File: src/rtl/uart_rx.sv
// UART receiver: 2-flop synchronised line, OVERSAMPLE x baud, centre-sampled
// 8-bit frame with one parity bit; byte and error flags delivered with a one-cycle tick.
module uart_rx #(
    parameter int OVERSAMPLE = 16,
    parameter bit ODD_nEVEN  = 1'b1
) (
    input  logic       UART_clk,
    input  logic       rst,
    input  logic       rx,
    output logic [7:0] data_out,
    output logic       rx_done_tick,
    output logic       parity_err,
    output logic       frame_err,
    output logic       busy
);
    localparam int CW = $clog2(OVERSAMPLE);
    localparam logic [CW-1:0] CNT_LAST = CW'(OVERSAMPLE - 1);
    localparam logic [CW-1:0] CNT_HALF = CW'(OVERSAMPLE / 2 - 1);

    typedef enum logic [2:0] {
        S_IDLE   = 3'd0,
        S_START  = 3'd1,
        S_DATA   = 3'd2,
        S_PARITY = 3'd3,
        S_STOP   = 3'd4
    } state_t;

    // True when the received parity bit disagrees with the configured parity of the byte.
    function automatic logic parity_mismatch(input logic [7:0] d, input logic p);
        logic expected;
        expected = ODD_nEVEN ? ~^d : ^d;
        return (p != expected);
    endfunction

    state_t        state_q, state_d;
    logic [CW-1:0] cnt_q, cnt_d;
    logic [2:0]    idx_q, idx_d;
    logic [7:0]    shreg_q, shreg_d;
    logic          armed_q, armed_d;
    logic          pbad_q, pbad_d;
    logic          sync1_q, sync2_q;
    logic [7:0]    data_q, data_d;
    logic          done_q, done_d;
    logic          perr_q, perr_d;
    logic          ferr_q, ferr_d;
    logic          busy_q, busy_d;
    logic          rx_s;

    assign rx_s = sync2_q;

    // Two-flop synchroniser; resets to the idle-high line level.
    always_ff @(posedge UART_clk or posedge rst) begin
        if (rst) begin
            sync1_q <= 1'b1;
            sync2_q <= 1'b1;
        end else begin
            sync1_q <= rx;
            sync2_q <= sync1_q;
        end
    end

    // Frame FSM and output registers.
    always_ff @(posedge UART_clk or posedge rst) begin
        if (rst) begin
            state_q <= S_IDLE;
            cnt_q   <= '0;
            idx_q   <= 3'd0;
            shreg_q <= 8'h00;
            armed_q <= 1'b0;
            pbad_q  <= 1'b0;
            data_q  <= 8'h00;
            done_q  <= 1'b0;
            perr_q  <= 1'b0;
            ferr_q  <= 1'b0;
            busy_q  <= 1'b0;
        end else begin
            state_q <= state_d;
            cnt_q   <= cnt_d;
            idx_q   <= idx_d;
            shreg_q <= shreg_d;
            armed_q <= armed_d;
            pbad_q  <= pbad_d;
            data_q  <= data_d;
            done_q  <= done_d;
            perr_q  <= perr_d;
            ferr_q  <= ferr_d;
            busy_q  <= busy_d;
        end
    end

    // Next-state logic; flags are only touched on the cycle the tick is issued.
    always_comb begin
        state_d = state_q;
        cnt_d   = cnt_q + CW'(1);
        idx_d   = idx_q;
        shreg_d = shreg_q;
        armed_d = armed_q;
        pbad_d  = pbad_q;
        data_d  = data_q;
        done_d  = 1'b0;
        perr_d  = perr_q;
        ferr_d  = ferr_q;
        case (state_q)
            S_IDLE: begin
                cnt_d = '0;
                if (armed_q && !rx_s) begin
                    state_d = S_START;
                    armed_d = 1'b0;
                end else begin
                    armed_d = armed_q | rx_s;
                end
            end
            S_START: begin
                if (cnt_q == CNT_HALF) begin
                    cnt_d = '0;
                    idx_d = 3'd0;
                    // A line that is high again at mid start bit was only a glitch.
                    state_d = rx_s ? S_IDLE : S_DATA;
                end else begin
                    state_d = S_START;
                end
            end
            S_DATA: begin
                if (cnt_q == CNT_LAST) begin
                    cnt_d   = '0;
                    shreg_d = {rx_s, shreg_q[7:1]};
                    idx_d   = idx_q + 3'd1;
                    if (idx_q == 3'd7) begin
                        state_d = S_PARITY;
                    end else begin
                        state_d = S_DATA;
                    end
                end else begin
                    state_d = S_DATA;
                end
            end
            S_PARITY: begin
                if (cnt_q == CNT_LAST) begin
                    cnt_d   = '0;
                    pbad_d  = parity_mismatch(shreg_q, rx_s);
                    state_d = S_STOP;
                end else begin
                    state_d = S_PARITY;
                end
            end
            S_STOP: begin
                if (cnt_q == CNT_LAST) begin
                    cnt_d   = '0;
                    state_d = S_IDLE;
                    done_d  = 1'b1;
                    data_d  = shreg_q;
                    perr_d  = pbad_q;
                    ferr_d  = ~rx_s;
                end else begin
                    state_d = S_STOP;
                end
            end
            default: begin
                state_d = S_IDLE;
                cnt_d   = '0;
            end
        endcase
        busy_d = (state_d != S_IDLE);
    end

    assign data_out     = data_q;
    assign rx_done_tick = done_q;
    assign parity_err   = perr_q;
    assign frame_err    = ferr_q;
    assign busy         = busy_q;
endmodule

File: config.mk
export PLATFORM = sky130hd
export DESIGN_NAME = uart_rx
export DESIGN_NICKNAME = d
export VERILOG_FILES = /design/src/rtl/uart_rx.sv
export SDC_FILE = /design/constraint.sdc
export NUM_CORES = 1
export LEC_CHECK = 0
export CAP_MARGIN = 40
export CORE_MARGIN = 2
export CORE_UTILIZATION = 55
export CTS_CLUSTER_DIAMETER = 150
export DETAILED_ROUTE_END_ITERATION = 10
export PLACE_DENSITY = 0.81
export SYNTH_ARGS = -nofsm -noshare
export SYNTH_HDL_FRONTEND = slang
export SYNTH_SLANG_ARGS = --single-unit
export TNS_END_PERCENT = 1
File: constraint.sdc
create_clock -name UART_clk -period 4.8 [get_ports UART_clk]
set_input_delay 0.48 -clock UART_clk [delete_from_list [all_inputs] [get_ports UART_clk]]
set_output_delay 0.48 -clock UART_clk [all_outputs]
set_load 0.05 [all_outputs]
* After elaboration in Yosys (flattened, before gate mapping)
Cells that the tools add are included.
** Word-level totals
- Register bits after elaboration :: 34
- Input bits :: 3
- Logic and storage cells :: 55
** Cells by class
- Equality and inequality tests :: 10
- Multiplexer cells :: 17
- Bitwise gates (word level) :: 2
- Add/subtract/negate cells :: 2
- Reductions and logical operators :: 11
** Operators with widths (number)
- $mux W3 :: 6
- $pmux W3 S5 :: 1
- $mux W4 :: 2
- $pmux W4 S2 :: 1
- $reduce_xnor A8 Y1 :: 1
- $eq A3 B2 Y1 const B :: 2
- $eq A3 B3 Y1 const B :: 2
- $pmux W3 S2 :: 1
- $reduce_and A2 Y1 :: 3
- $add A4 B1 Y4 const B :: 1
- $eq A4 B3 Y1 const B :: 1
- $eq A4 B4 Y1 const B :: 1
- $mux W1 :: 4
- $mux W2 :: 2
- $ne A2 B2 Y1 const B :: 2
- $add A3 B1 Y3 const B :: 1
- $eq A3 B1 Y1 const B :: 1
- $logic_not A3 Y1 :: 1
- $reduce_and A3 Y1 :: 1
- $reduce_bool A3 Y1 :: 1
- $reduce_or A3 Y1 :: 1
- $reduce_bool A2 Y1 :: 1
- $logic_and A1 B1 Y1 :: 1
- $logic_not A1 Y1 :: 1
- other kinds (3) :: 3

* Depth between registers and ports, before layout
Gate-level depths: netlist of run 1.
- Word-level depth :: 5
- Mapped depth :: 7
- Depth with buffers taken out :: 5

* Worst setup path before layout of run 1
No wires, ideal clock.
- Path type :: flip-flop to flip-flop
- Start point :: register cnt_q[0]
- End point :: register data_q[1] (netlist: data_out[1])
- Setup time :: 0.125 ns
- Required time :: 4.675 ns
- Slack :: 3.227 ns
- Cell stages (with the launch flop) :: 7
- Period minus slack after synthesis :: 1.573 ns
- Arrival time :: 1.448 ns
- Path buffers :: 2
- Path through :: dfrtp_1 > ha_1 > and3_1 > buf_4 > nand2_1 > buf_6 > mux2_2
** On the way
- Word-level cells in the longest chain between the ends :: 2
** Ends and longest elaborated chain
- start: declaration :: line 36 : logic [CW-1:0] cnt_q, cnt_d;
- start signal: assignment :: line 78 : cnt_q <= cnt_d;
- $eq A4 B4 Y1 :: line 147 : if (cnt_q == CNT_LAST) begin
- $reduce_and A2 Y1 (no source line)
- end signal: assignment :: line 83 : data_q <= data_d;
- end: declaration :: line 42 : logic [7:0] data_q, data_d;
Every way passes these cells.
A chain may end at the register's enable or synchronous reset.

* Final worst setup path of run 1
- Start point :: register data_q[0] (netlist: data_out[0])
- End point :: output port data_out[0]
** RTL lines
- end: declaration :: line 10 : output logic [7:0] data_out,
No word-level cell between the ends.

==> results of run 1 <==
-- routing by layer --
| metal | wire length [um] | track usage (%) |
|---|---|---|
| met1 | 1043 | 21.86 |
| met4 | 46 | 8.163 |
| met2 | 1199 | 28.74 |
| met3 | 72 | 4.147 |
| met5 | 0 | 0 |
-- metrics by stage --
step                instances  power, mW  area (um2)  setup slack (ps)  util [%]
floorplan                 115     0.4841        1515              3227         -
global placement          156     0.4980        1659              3079     61.76
detailed placement        156     0.5080        1659              3011     61.76
CTS                       164     0.6650        1718              2802     63.95
global route              164     0.6999        1718              2768     63.95
finish                    164     0.6593        1718              2814     63.95
-- path summary, 6_finish.rpt --
path	cells after the start	endpoint	from
hold / removal	0	rx_s$_DFF_PP1_	sync1_q$_DFF_PP1_
max in group asynchronous	3	sync1_q$_DFF_PP1_	rst
min in group asynchronous	3	cnt_q[3]$_DFF_PP0_	rst
hold reg to reg	0	rx_s$_DFF_PP1_	sync1_q$_DFF_PP1_
setup reg to reg	4	data_out[0]$_DFFE_PP0P_	cnt_q[0]$_DFF_PP0_
setup / recovery	1	data_out[0]	data_out[0]$_DFFE_PP0P_
-- cell type report --
| type | count | area [um2] | area share [%] |
|---|---|---|---|
| repair buffers | 15 | 147.6 | 8.594 |
| clock buffers | 8 | 58.81 | 3.423 |
| well taps | 31 | 38.79 | 2.258 |
| inverters | 5 | 18.77 | 1.092 |
| flip-flops and latches | 34 | 853.3 | 49.67 |
| multi-input cells | 71 | 600.6 | 34.96 |
-- synth_stat cells, drive strengths merged (3+ instances only) --
master,number
nand3,6
inv,5
nand3b,3
xnor2,5
mux2,18
nor3b,3
buf,5
nand2,6
ha,3
o21ai,6
dfrtp,32
xor2,3
nor2,3
-- power groups by stage --
stage / Combinational (mW) / Clock, mW / Sequential [mW]
2_1_floorplan: 0.126 / 0 / 0.358
3_3_place_gp: 0.134 / 0 / 0.364
3_5_place_dp: 0.141 / 0 / 0.367
4_1_cts: 0.141 / 0.163 / 0.361
5_1_grt: 0.157 / 0.173 / 0.370
6_report: 0.139 / 0.159 / 0.361
-- kinds of logic (layout without fill, tap and decap cells) --
kind of cell | Yosys count | count (layout) | synth area share [%]
flip-flops | 34 | 34 | 56.32
adder cells (fa/ha/maj) | 3 | 3 | 2.478
multiplexers | 19 | 19 | 14.04
AND/OR/NAND/NOR | 30 | 30 | 11.97
AO/OA/AOI/OAI | 10 | 10 | 5.038
XOR/XNOR | 9 | 9 | 6.111
buffers and inverters | 10 | 28 | 4.046
-- sequential cells by signal (all words and copies together), names as in the netlist, 3 cells and up --
register / count
data_out: 8
shreg_q: 8
idx_q: 3
cnt_q: 4
state_q: 3
==> run summary, run 1 <==
The flow ran to the end, and the final reports show no timing, DRC or antenna violations. The via count of the first global-routing pass came out at 929. Setup violations remaining at the end of the flow were counted as 0. Input and output buffers added on the ports amount to 14. Setup repair after global routing left no endpoint under its margin. The worst supply voltage drop on vdd is 0.3782 mV. The final worst-path cycle share is 41.37%.

After legalization and detailed placement, the total HPWL measured 1699 um. The transition time of the tightest slew-check pin is 497.7 ps. By area the synthesized netlist is led by sky130_fd_sc_hd__dfrtp_1 (53%), sky130_fd_sc_hd__mux2_2 (13%), sky130_fd_sc_hd__dfstp_2 (3.5%), sky130_fd_sc_hd__xnor2_1 (2.9%), sky130_fd_sc_hd__ha_1 (2.5%). In the final routed layout, each cell accounts on average for 14.40 um.

The share of the synthesized area in the top cell type is 52.85%. After routing, the total negative slack on setup checks comes to 0 ps. The number of buffers and inverters on the critical path is 1.

The highest clock rate came out at 0.5035 GHz. STA classifies the critical path endpoint as an output port. For the worst-skew pair, the clock arrives at the later sink with an insertion delay of 330 ps. Of all nets on the critical path, the largest fanout is 2. STA classifies the critical path startpoint as a register.

The average instance area after synthesis came out at 13.18 um2. For this configuration, the core starts out at a cell density of 56.40%. The fraction of final layout cells sized beyond drive strength 1 is 23.31%. The largest total area in the synthesized netlist belongs to sky130_fd_sc_hd__dfrtp_1.

The buffer depth of the longest clock path is 2. The worst min-delay path category is register to register. The overall global routing resource usage came out at 17.53%. In this run the horizontal extent of the chip is 56.49 um. The number of vias per cell came out at 5.488. The number of search-and-repair iterations in the first detailed-routing pass came out at 4. The share of total power in sequential cells is 54.8%.

The number of antenna violations at the first check in global routing is 0. Internal power comes to 0.4590 mW. The starting DRC count in detailed routing came out at 6. The die span in y is 56.49 um.

The number of enable flip-flop cells after synthesis came out at 0. The slowest stage of the critical path is the sky130_fd_sc_hd__clkdlybuf4s50_1 cell. The total nets after synthesis came out at 121. The number of synthesis warnings is 0.

The number of different library cells used by synthesis comes to 33. The clock network fraction of total power is 24.1%. The library cell used most frequently in the layout, excluding fill and tap cells, is sky130_fd_sc_hd__dfrtp_1. 15 I/O pins were placed. The detailed-route DRC error count is 0. The clock-pin slew on the worst setup and hold paths is 90 ps. The die area is 0.003191 mm2.

For this run, the leading register cell type out of synthesis is sky130_fd_sc_hd__dfrtp_1. The worst setup path is of the register to output port kind. The post-synthesis to final-layout area growth came out at 13.38%. The total number of H-tree levels is 2. The switching share of power came out at 30.38%. The share of total power dissipated in combinational logic is 21.1%. The share of synthesized area occupied by flip-flops and latches is 56.32%.

In the layout the commonest cells are sky130_fd_sc_hd__dfrtp_1 (32), sky130_fd_sc_hd__mux2_2 (17), sky130_fd_sc_hd__clkdlybuf4s50_1 (14). The gate family responsible for the most delay along the worst path is buffers and inverters. The critical path goes through clkdlybuf4s50_1.

The max capacitance violation total came out at 0. The number of max-slew violations in the final report came to 0. The root buffer cell chosen for the clock tree is sky130_fd_sc_hd__clkbuf_4.

TritonCTS built the clock tree. After the last flow step, the layout net total stands at 138. The switching power of the nets came out at 0.2003 mW. The async set-or-reset flop fraction in the synthesized netlist came out at 100.0%. Setup slack on the worst reg-to-reg path comes out at 3040 ps. Data on the critical path is required at its endpoint by 4320 ps. The total number of vias is 900. The total wirelength of the detailed-routed design came out at 2361 um. The arrival time reported for the critical path endpoint came out at 1510 ps. The worst max-slew margin expressed relative to the limit is 66.72%.

Synthesis inferred 34 register bits. Hold repair after CTS inserted 0 buffers. Counting every sink on the clock net gives 34. At the end of routability-driven placement, the weighted congestion stood at 0.9220. The stage delay of the slowest cell on the critical path came out at 810 ps.

The number of hold violations in the final report came to 0. The region available for standard cell placement spans 0.002686 mm2. The filler cells instantiated in the layout total 218. The standard-cell row count came out at 19.

The number of buffers created by CTS came out at 5. The post-cts sizing count came out at 0. Summing every instance area after synthesis gives 0.001515 mm2. The worst-case hold slack is 363.0 ps. The final clock skew is 8.646 ps. The pin count of the biggest net entering global routing came out at 35. The analysis attributes to cell leakage a power of 0.8184 nW.

The detail route stage leaves a number of antenna-violating nets equal to 0. The final critical delay including setup and external delays is 1986 ps. The repair_antennas step left the layout with diodes totalling 0. Global routing finished with a remaining overflow of 0. In this run the post-CTS setup repair buffer count came out at 0. Power spread over the standard cell area amounts to 383.8 mW/mm2. The first-pass GRT wire length is 4243 um.

The number of instances in the synthesized netlist came out at 115.
No activity file was read; power rests on OpenSTA's default activity.
==> run 2: changes to the inputs <==
==> constraint.sdc (replaced) <==
create_clock -name UART_clk -period 2 [get_ports UART_clk]
set_input_delay 0.2 -clock UART_clk [delete_from_list [all_inputs] [get_ports UART_clk]]
set_output_delay 0.2 -clock UART_clk [all_outputs]
set_load 0.05 [all_outputs]
==> run summary, run 2 (synthesis gave the netlist of run 1 again) <==
The worst max-slew margin expressed relative to the limit is 65.44%. Setup repair after global routing left no endpoint under its margin. IR analysis of the VDD net gives a maximum drop of 0.8243 mV. The clock network accounts for 24.1% of the total power. On the final layout, the worst clock skew is 2.884 ps. The total design power came out at 1.577 mW.

The standard-cell row count is 19. Clock tree synthesis selected as its root buffer the cell sky130_fd_sc_hd__clkbuf_4. The number of antenna diodes in the final layout is 0. The arrival time reported for the critical path endpoint came out at 1990 ps. In the routed layout, each cell is associated on average with a via count of 5.451. The pin count of the biggest net entering global routing is 35. Along the worst path, the maximum fanout reaches 12.

At the later pin of the worst-skew pair, clock insertion delay measures 330 ps. The tightest min-delay check is of the input port to asynchronous set/reset pin type. Summed over all nets, the switching power comes to 0.4794 mW. The transition time of the tightest slew-check pin is 516.8 ps. The number of antenna violations at the first check in global routing came out at 0. The final net count came out at 138. In the routed design, unresolved DRC markers number 0. Tracing the worst setup path back leads to its startpoint at cnt_q[0]$_DFF_PP0_. The power density relative to cell area is 917.3 mW/mm2. The overall global routing resource usage came out at 16.17%. The share of total power in sequential cells is 55.1%.

The starting DRC count in detailed routing came out at 11. The number of placed I/O pins is 15. Cells with a size suffix above 1 make up 24.06% of the layout. The internal cell power came out at 1.098 mW. The final worst-path cycle share came out at 88.68%. The number of max-slew violations in the final report is 0.

The die area came out at 0.003191 mm2. For the worst setup path, the data required time is 2220 ps. The detailed placer's ending HPWL is 1613 um. The final critical delay including setup and external delays is 1774 ps. The count of filler cells inserted in the layout came out at 214. For this configuration, the core starts out at a cell density of 56.40%. The flow ran to the end, and the final reports show no timing, DRC or antenna violations. The register-to-register path setup slack is 230 ps. The critical path in this run is classified as register to register.

The routability congestion estimate came out at 0.9010. For this design, the CTS-stage hold fixing added 0 buffers. The first detailed-routing pass ran for 4 iterations. The width of the die came out at 56.49 um. The number of hold violations in the final report is 0.

Counting the buffers created by CTS gives 5. Once layout is done, the placed cells without fillers occupy 0.001719 mm2. In this run the critical register-to-register path is launched from cnt_q[0]$_DFF_PP0_. OpenSTA, run right after detailed placement, puts the worst setup slack at 221.1 ps. The post-synthesis to final-layout area growth is 13.46%. The launching element type of the critical path is a register.

The via count of the first global-routing pass is 840. The total number of H-tree levels is 2. The buffer depth of the longest clock path is 2.

The max capacitance violation total is 0. After detailed routing, the average wire length per cell comes to 13.73 um. After layout, the worst setup slack is 226.3 ps. Leaving out fill and tap cells, the most frequent cell in the layout is sky130_fd_sc_hd__dfrtp_1. The first-pass GRT wire length is 3850 um. The total wirelength of the detailed-routed design came out at 2251 um. The static leakage came out at 0.8211 nW. The endpoint of the worst register-to-register path is data_out[0]$_DFFE_PP0P_. The antenna violation net count after detailed routing came out at 0. The combinational fraction of design power is 20.7%. The number of failing setup endpoints in the final timing report is 0. The count of input and output buffers is 14. The switching share of power is 30.40%. TritonCTS built the clock tree. The total area inside the core boundary comes to 0.002686 mm2.

The depth of the most critical reg-to-reg path is 4. The clock-pin slew on the worst setup and hold paths is 90 ps. The cell area after placement came out at 0.001659 mm2. The summed negative setup slack over all endpoints is 0 ps. The TritonCTS sink count is 34. In the layout the commonest cells are sky130_fd_sc_hd__dfrtp_1 (32), sky130_fd_sc_hd__mux2_2 (17), sky130_fd_sc_hd__clkdlybuf4s50_1 (14). The post-cts sizing count is 0. After clock tree synthesis, the setup repair step added 0 buffers. The total number of vias is 894.

In this run the worst setup path terminates at data_out[0]$_DFFE_PP0P_. The sum of overflow across all layers after global routing came out at 0. The highest clock rate came out at 0.5638 GHz.

In this run the vertical extent of the chip is 56.49 um. STA classifies the critical path endpoint as a register.
[run 2: per-stage QoR]
stage / hold slack (ps) / instances / utilization, %
after floorplan: 204.5 / 115 / -
after global placement: 347.4 / 156 / 61.76
after detailed placement: 347.5 / 156 / 61.76
after CTS: 248.8 / 164 / 64.00
after global routing: 242.1 / 164 / 64.00
final: 253.1 / 164 / 64.00
[run 2: worst min-delay path by stage]
stage	startpoint	end	slack, ps	cells past startpoint
after floorplan	rx	sync1_q$_DFF_PP1_	200	0
after global placement	sync1_q$_DFF_PP1_	rx_s$_DFF_PP1_	350	0
after detailed placement	sync1_q$_DFF_PP1_	rx_s$_DFF_PP1_	350	0
after CTS	rst	data_out[4]$_DFFE_PP0P_	250	3
after global routing	rx	sync1_q$_DFF_PP1_	240	1
final	rst	cnt_q[2]$_DFF_PP0_	250	3
[run 2: final cells by class]
class	count	area (um2)	area share [%]
tap	31	38.79	2.256
timing repair buffer	15	147.6	8.588
inverter	5	18.77	1.092
multi-input combinational	71	600.6	34.93
sequential	34	853.3	49.64
clock buffer	7	55.05	3.202
clock inverter	1	5.005	0.2911
[run 2: layer usage]
metal / track usage [%] / share of wire, % / up-vias
li1: - / - / 432
met1: 20.40 / 45 / 440
met2: 24.25 / 47 / 16
met3: 6.452 / 4.9 / 6
met4: 7.823 / 2.4 / 0
met5: 0 / 0 / -
[run 2: worst max-delay path: stages, from the launching register on]
cell and delay, ps:
sky130_fd_sc_hd__dfrtp_1 390, sky130_fd_sc_hd__ha_1 200, sky130_fd_sc_hd__and3_1 300, sky130_fd_sc_hd__nand2_1 340
sky130_fd_sc_hd__mux2_1 420
[run 2: power groups by stage]
stage	Clock [mW]	Combinational, mW	Sequential, mW
floorplan	0	0.303	0.859
global placement	0	0.320	0.874
detailed placement	0	0.332	0.884
CTS	0.402	0.332	0.870
global route	0.430	0.361	0.885
finish	0.380	0.327	0.869
